===== src/rtl/reset_seq_if.sv =====
// Memory read bus plus the CPU start-up values produced by reset_seq.
// master: the sequencer (drives address/strobe and start-up values); slave: memory/core side.
// mem_rd_data is returned one enabled cycle after mem_rd_en and is held across disabled cycles.
interface reset_seq_if;
    logic [15:0] mem_addr;
    logic        mem_rd_en;
    logic [7:0]  mem_rd_data;
    logic [15:0] pc_init;
    logic [7:0]  sp_init;
    logic [7:0]  p_init;
    logic        busy;
    logic        cpu_start;

    modport master (
        output mem_addr, mem_rd_en, pc_init, sp_init, p_init, busy, cpu_start,
        input  mem_rd_data
    );

    modport slave (
        input  mem_addr, mem_rd_en, pc_init, sp_init, p_init, busy, cpu_start,
        output mem_rd_data
    );
endinterface


===== src/rtl/reset_seq.sv =====
// 6502 reset sequencer: dummy cycles, reset-vector fetch, then hands PC/SP/P to the core.
// Latency: cpu_start rises on enabled edge DUMMY_CYCLES+4 after async_reset release (9 by default).
// Backpressure: none; clk_enable=0 freezes every register (memory holds read data likewise).
// Ports: clk, async_reset (async, active-high), clk_enable, bus (reset_seq_if.master:
//   mem_addr/mem_rd_en out, mem_rd_data in, pc_init/sp_init/p_init/busy/cpu_start out).
// Option: define RESET_SEQ_DUMMY_READS_EN to emit 6502-style dummy/stack reads during DUMMY.
module reset_seq #(
    parameter logic [15:0] VECTOR_ADDR  = 16'hFFFC,
    parameter int          DUMMY_CYCLES = 5,
    parameter logic [7:0]  SP_INIT      = 8'hFD,
    parameter logic [7:0]  P_INIT       = 8'h24
) (
    input  logic          clk,
    input  logic          async_reset,
    input  logic          clk_enable,
    reset_seq_if.master   bus
);

    typedef enum logic [2:0] {
        HOLD   = 3'd0,
        DUMMY  = 3'd1,
        VEC_LO = 3'd2,
        VEC_HI = 3'd3,
        LOAD   = 3'd4,
        DONE   = 3'd5
    } state_t;

    localparam logic [3:0]  CNT_LAST     = 4'(DUMMY_CYCLES - 1);
    // 16-bit add so a vector at FFFF fetches its high byte from 0000.
    localparam logic [15:0] VECTOR_ADDR1 = VECTOR_ADDR + 16'd1;

    state_t      state;
    logic [3:0]  cnt;
    logic [15:0] mem_addr;
    logic        mem_rd_en;
    logic [15:0] pc_init;
    logic [7:0]  sp_init;
    logic [7:0]  p_init;
    logic        busy;
    logic        cpu_start;

`ifdef RESET_SEQ_DUMMY_READS_EN
    // Address for the next DUMMY cycle (index cnt+1): index 1 repeats 0000,
    // index k>=2 reads the stack at 0x0100 + (8'h00 - (k-2)), i.e. SP 00, FF, FE...
    logic [15:0] dummy_addr;
    always_comb begin
        dummy_addr = 16'h0000;
        if (cnt != 4'd0) begin
            dummy_addr = {8'h01, 8'h01 - {4'h0, cnt}};
        end
    end
`endif

    always_ff @(posedge clk or posedge async_reset) begin
        if (async_reset) begin
            state     <= HOLD;
            cnt       <= 4'd0;
            mem_addr  <= 16'h0000;
            mem_rd_en <= 1'b0;
            pc_init   <= 16'h0000;
            sp_init   <= 8'h00;
            p_init    <= 8'h00;
            busy      <= 1'b0;
            cpu_start <= 1'b0;
        end else if (clk_enable) begin
            case (state)
                HOLD: begin
                    state <= DUMMY;
                    busy  <= 1'b1;
                    cnt   <= 4'd0;
`ifdef RESET_SEQ_DUMMY_READS_EN
                    mem_addr  <= 16'h0000;
                    mem_rd_en <= 1'b1;
`endif
                end
                DUMMY: begin
                    cnt <= cnt + 4'd1;
                    if (cnt == CNT_LAST) begin
                        state     <= VEC_LO;
                        mem_addr  <= VECTOR_ADDR;
                        mem_rd_en <= 1'b1;
                    end else begin
`ifdef RESET_SEQ_DUMMY_READS_EN
                        mem_addr  <= dummy_addr;
                        mem_rd_en <= 1'b1;
`endif
                    end
                end
                VEC_LO: begin
                    state     <= VEC_HI;
                    mem_addr  <= VECTOR_ADDR1;
                    mem_rd_en <= 1'b1;
                end
                VEC_HI: begin
                    // Low byte returns during this cycle.
                    pc_init[7:0] <= bus.mem_rd_data;
                    state        <= LOAD;
                    mem_rd_en    <= 1'b0;
                    mem_addr     <= 16'h0000;
                end
                LOAD: begin
                    pc_init[15:8] <= bus.mem_rd_data;
                    state         <= DONE;
                    sp_init       <= SP_INIT;
                    p_init        <= P_INIT;
                    cpu_start     <= 1'b1;
                    busy          <= 1'b0;
                end
                DONE: begin
                    state <= DONE;
                end
                default: begin
                    state <= HOLD;
                end
            endcase
        end
    end

    assign bus.mem_addr  = mem_addr;
    assign bus.mem_rd_en = mem_rd_en;
    assign bus.pc_init   = pc_init;
    assign bus.sp_init   = sp_init;
    assign bus.p_init    = p_init;
    assign bus.busy      = busy;
    assign bus.cpu_start = cpu_start;

endmodule

===== src/flat_wrapper.sv =====
// flat-port wrapper written by rule: the top's interface ports become plain ports
module reset_seq_flat 
#(
    parameter logic [15:0] VECTOR_ADDR  = 16'hFFFC,
    parameter int          DUMMY_CYCLES = 5,
    parameter logic [7:0]  SP_INIT      = 8'hFD,
    parameter logic [7:0]  P_INIT       = 8'h24
)
  (clk, async_reset, clk_enable, bus_mem_addr, bus_mem_rd_en, bus_pc_init, bus_sp_init, bus_p_init, bus_busy, bus_cpu_start, bus_mem_rd_data);
  reset_seq_if bus_i ();
  input  logic clk;
  input  logic async_reset;
  input  logic clk_enable;
  output wire logic [$bits(bus_i.mem_addr)-1:0] bus_mem_addr;
  output wire logic [$bits(bus_i.mem_rd_en)-1:0] bus_mem_rd_en;
  output wire logic [$bits(bus_i.pc_init)-1:0] bus_pc_init;
  output wire logic [$bits(bus_i.sp_init)-1:0] bus_sp_init;
  output wire logic [$bits(bus_i.p_init)-1:0] bus_p_init;
  output wire logic [$bits(bus_i.busy)-1:0] bus_busy;
  output wire logic [$bits(bus_i.cpu_start)-1:0] bus_cpu_start;
  input wire logic [$bits(bus_i.mem_rd_data)-1:0] bus_mem_rd_data;
  assign bus_mem_addr = bus_i.mem_addr;
  assign bus_mem_rd_en = bus_i.mem_rd_en;
  assign bus_pc_init = bus_i.pc_init;
  assign bus_sp_init = bus_i.sp_init;
  assign bus_p_init = bus_i.p_init;
  assign bus_busy = bus_i.busy;
  assign bus_cpu_start = bus_i.cpu_start;
  assign bus_i.mem_rd_data = bus_mem_rd_data;
  reset_seq #(.VECTOR_ADDR(VECTOR_ADDR), .DUMMY_CYCLES(DUMMY_CYCLES), .SP_INIT(SP_INIT), .P_INIT(P_INIT)) u_core (.clk(clk), .async_reset(async_reset), .clk_enable(clk_enable), .bus(bus_i));
endmodule

===== config.mk =====
export PLATFORM = sky130hd
export DESIGN_NAME = reset_seq_flat
export DESIGN_NICKNAME = d
export VERILOG_FILES = /design/src/rtl/reset_seq_if.sv /design/src/rtl/reset_seq.sv /design/src/flat_wrapper.sv
export SDC_FILE = /design/constraint.sdc
export NUM_CORES = 1
export LEC_CHECK = 0
export CAP_MARGIN = 20
export CORE_UTILIZATION = 45
export CTS_CLUSTER_SIZE = 28
export DETAILED_ROUTE_END_ITERATION = 6
export PLACE_DENSITY = 0.87
export SYNTH_ARGS = -nofsm -noshare
export SYNTH_HDL_FRONTEND = slang
export SYNTH_SLANG_ARGS = --single-unit

===== constraint.sdc =====
create_clock -name clk -period 3.4 [get_ports clk]
set_input_delay 1.02 -clock clk [delete_from_list [all_inputs] [get_ports clk]]
set_output_delay 1.02 -clock clk [all_outputs]
set_load 0.1 [all_outputs]

==> impl_summary.txt <==
----------------------------------------------------
[Routing]
  Final WL ... 2720 um
  Vias post-DR ... 989
  DRC violation count after routing ... 0
  Post-detailed-route count of antenna-violating nets ... 0
  Routed vias/inst ... 4.85
  Initial DRT Pass Iterations ... 4
  Number of DRC violations after detailed-routing iteration 0 ... 16
  Avg WL per Cell ... 13.3 um

[Clock tree]
  Post-cts repair resize count ... 0
  Number of CTS-inserted buffers ... 3
  Total clock sinks ... 28
  Clock tree root driver cell ... sky130_fd_sc_hd__clkbuf_4
  H-tree depth ... 1
  Clk Latency, worst-skew pair ... 0.33 ns
  Maximum clock insertion buffer count ... 2
  Clk slew on worst S/H paths ... 0.15 ns
  Cts hold-fix bufs ... 0
  CTS tree ... done
  Post-CTS setup buffer count ... 0

[Layout]
  Commonest cells after routing, fill and taps aside ... 44 x sky130_fd_sc_hd__buf_4, 28 x sky130_fd_sc_hd__dfrtp_1, 16 x sky130_fd_sc_hd__mux2_1
  Fraction of layout instances using a drive strength above 1 ... 33.1%
  Inserted Diodes ... 0
  Most common cell after layout, fill and taps aside ... sky130_fd_sc_hd__buf_4
  Fillers ... 275
  Final Net Count ... 174
  Synthesis-to-layout area growth ... 21.8%

[Yosys]
  Most used flip-flop cell after synthesis ... sky130_fd_sc_hd__dfrtp_1
  Number of distinct library cell variants in the gate-level netlist after synthesis ... 30
  Yosys Warn Count ... 0
  Flip-flop and latch count after synthesis ... 28
  Average size of a mapped cell ... 11.2 sq um
  Post-Synthesis Cells ... 129
  Sequential share of the synthesized area ... 48.6%
  Number of synthesized flops with an enable pin ... 0
  Area of the mapped netlist ... 1440 sq um
  Synth async-reset ratio ... 100%

[Place]
  # port buffers ... 53
  Detailed Place HPWL ... 2100 um
  GPL Wtd Cong ... 0.805

[Critical path]
  R2R setup slack ... 1.64 ns
  Cell with the largest stage delay on the worst path ... sky130_fd_sc_hd__clkdlybuf4s50_1
  Biggest fanout along the worst timing path ... 11
  Cell-by-cell listing of the critical path ... clkdlybuf4s50_1, or3b_1, nor2_4, mux2_1
  Delay of the slowest cell on the worst path ... 0.67 ns
  Path type of the worst setup path ... input port to flip-flop
  Worst endpoint required time ... 3.63 ns
  Critical Path Sink Type ... flip-flop
  Critical Path Source Type ... input port
  Worst Path Arrival ... 2.76 ns

[Global route]
  Pin count of the biggest net entering global routing ... 29
  Vias in the first global route ... 989
  Initial antenna violation count ... 0
  Residual overflow from global routing ... 0
  Overall global routing resource usage ... 17.3%
  Wire length of the first global-routing pass ... 4390 um

[Floorplanning]
  Die width ... 58.6 um
  Number of top-level pins ... 62
  Total Die Area ... 3430 sq um
  Core Area ... 3050 sq um
  Initial core utilization ... 47.2%
  Chip height ... 58.6 um
  Number of cell rows ... 20

[Flow run]
  Maximum Capacitance Violations ... 0

[Timing]
  Count of pins over their slew limit ... 0
  Min cycle time layout ... 2.53 ns
  Setup violations, final ... 0
  Setup Total Neg Slack ... 0 ns
  Ratio of final minimum period to clock period ... 74.5%
  Worst clock skew ... 0.00200 ns
  Achievable Freq ... 395 MHz
  RSZ-0062 raised after global routing ... no
  Final-report hold violation count ... 0

[Run status]
  Status ... completed

[Min path]
  Class of the most critical hold timing path ... flip-flop to flip-flop

----------------------------------------------------
==> layout make-up <==
cell class / count / area [sq um] / share of cell area (%)
Clock inverter: 1 / 30.0 / 1.71
Tap cell: 44 / 55.1 / 3.14
Inverter: 6 / 22.5 / 1.28
Timing Repair Buffer: 54 / 430 / 24.5
Clock buffer: 3 / 22.5 / 1.28
Sequential cell: 28 / 701 / 39.9
Multi-Input combinational cell: 68 / 494 / 28.2
==> critical path, delay by kind of cell <==
kind | cells | cell delay [ns]
AND/OR/NAND/NOR | 2 | 0.71
buffers and inverters | 1 | 0.67
multiplexers | 1 | 0.36
==> cells in the mapped netlist, types with 2 or more instances <==
cell,count,area share (%)
sky130_fd_sc_hd__a21oi_1,2,0.69
sky130_fd_sc_hd__a31oi_1,2,0.87
sky130_fd_sc_hd__buf_2,2,0.69
sky130_fd_sc_hd__buf_4,30,16
sky130_fd_sc_hd__dfrtp_1,28,49
sky130_fd_sc_hd__ha_1,2,1.7
sky130_fd_sc_hd__inv_1,4,1.0
sky130_fd_sc_hd__inv_2,2,0.52
sky130_fd_sc_hd__mux2_1,16,12
sky130_fd_sc_hd__nand2_1,11,2.9
sky130_fd_sc_hd__nand3_1,3,1.0
sky130_fd_sc_hd__nand3b_1,3,1.6
sky130_fd_sc_hd__nand4b_1,2,1.2
sky130_fd_sc_hd__o21ai_1,4,1.4
sky130_fd_sc_hd__o311a_1,2,1.4
sky130_fd_sc_hd__or2_1,2,0.87
==> through the flow <==
stage	setup WS (ns)	utilization [%]	area (sq um)	hold WS, ns	instances
global placement	0.590	55.8	1700	0.475	200
finish	0.868	57.5	1760	0.511	204
detailed placement	0.504	55.8	1700	0.484	200
floorplan	0.831	-	1470	0.490	136
global route	0.789	57.5	1760	0.540	204
CTS	0.873	57.5	1760	0.518	204
==> worst paths after layout <==
kind / end / from / depth (start not counted)
worst min register to register: u_core.bus.pc_init[7] / u_core.bus.pc_init[7] / 1
worst max register to register: u_core.bus.pc_init[12] / u_core.state[1] / 3
worst max-delay path: u_core.bus.pc_init[12] / clk_enable / 4
min in group asynchronous: u_core.bus.pc_init[2] / async_reset / 3
worst min-delay path: u_core.bus.pc_init[7] / u_core.bus.pc_init[7] / 1
max in group asynchronous: u_core.state[0] / async_reset / 3
==> cells by family (layout without fill, tap and decap cells) <==
family	count (synthesis)	count (layout)	share of synthesized area, %
buffers and inverters	40	64	18.9
and+or+nand+nor	29	29	12.2
DFF	28	28	48.6
muxes	16	16	12.5
AOI/OAI and AO/OA	13	13	5.82
adders and majority gates	2	2	1.74
other	1	8	0.260
==> state kept, by name (all words and copies together), names as in the netlist <==
signal,cells
u_core.bus.pc_init,16
u_core.cnt,4
u_core.state,3
u_core.bus.mem_addr,2
u_core.bus.busy,1
u_core.bus.mem_rd_en,1
u_core.bus.sp_init,1
==> routing by layer <==
metal	wire length [um]	global-route usage (%)	up-vias
met1	1110	19.1	481
met5	0	0	-
met2	1440	32.2	40
li1	-	-	462
met4	54	9.18	0
met3	118	2.20	6
Power is not shown: default switching activity piles up to over one toggle a cycle in this logic, so the estimate is an artifact.
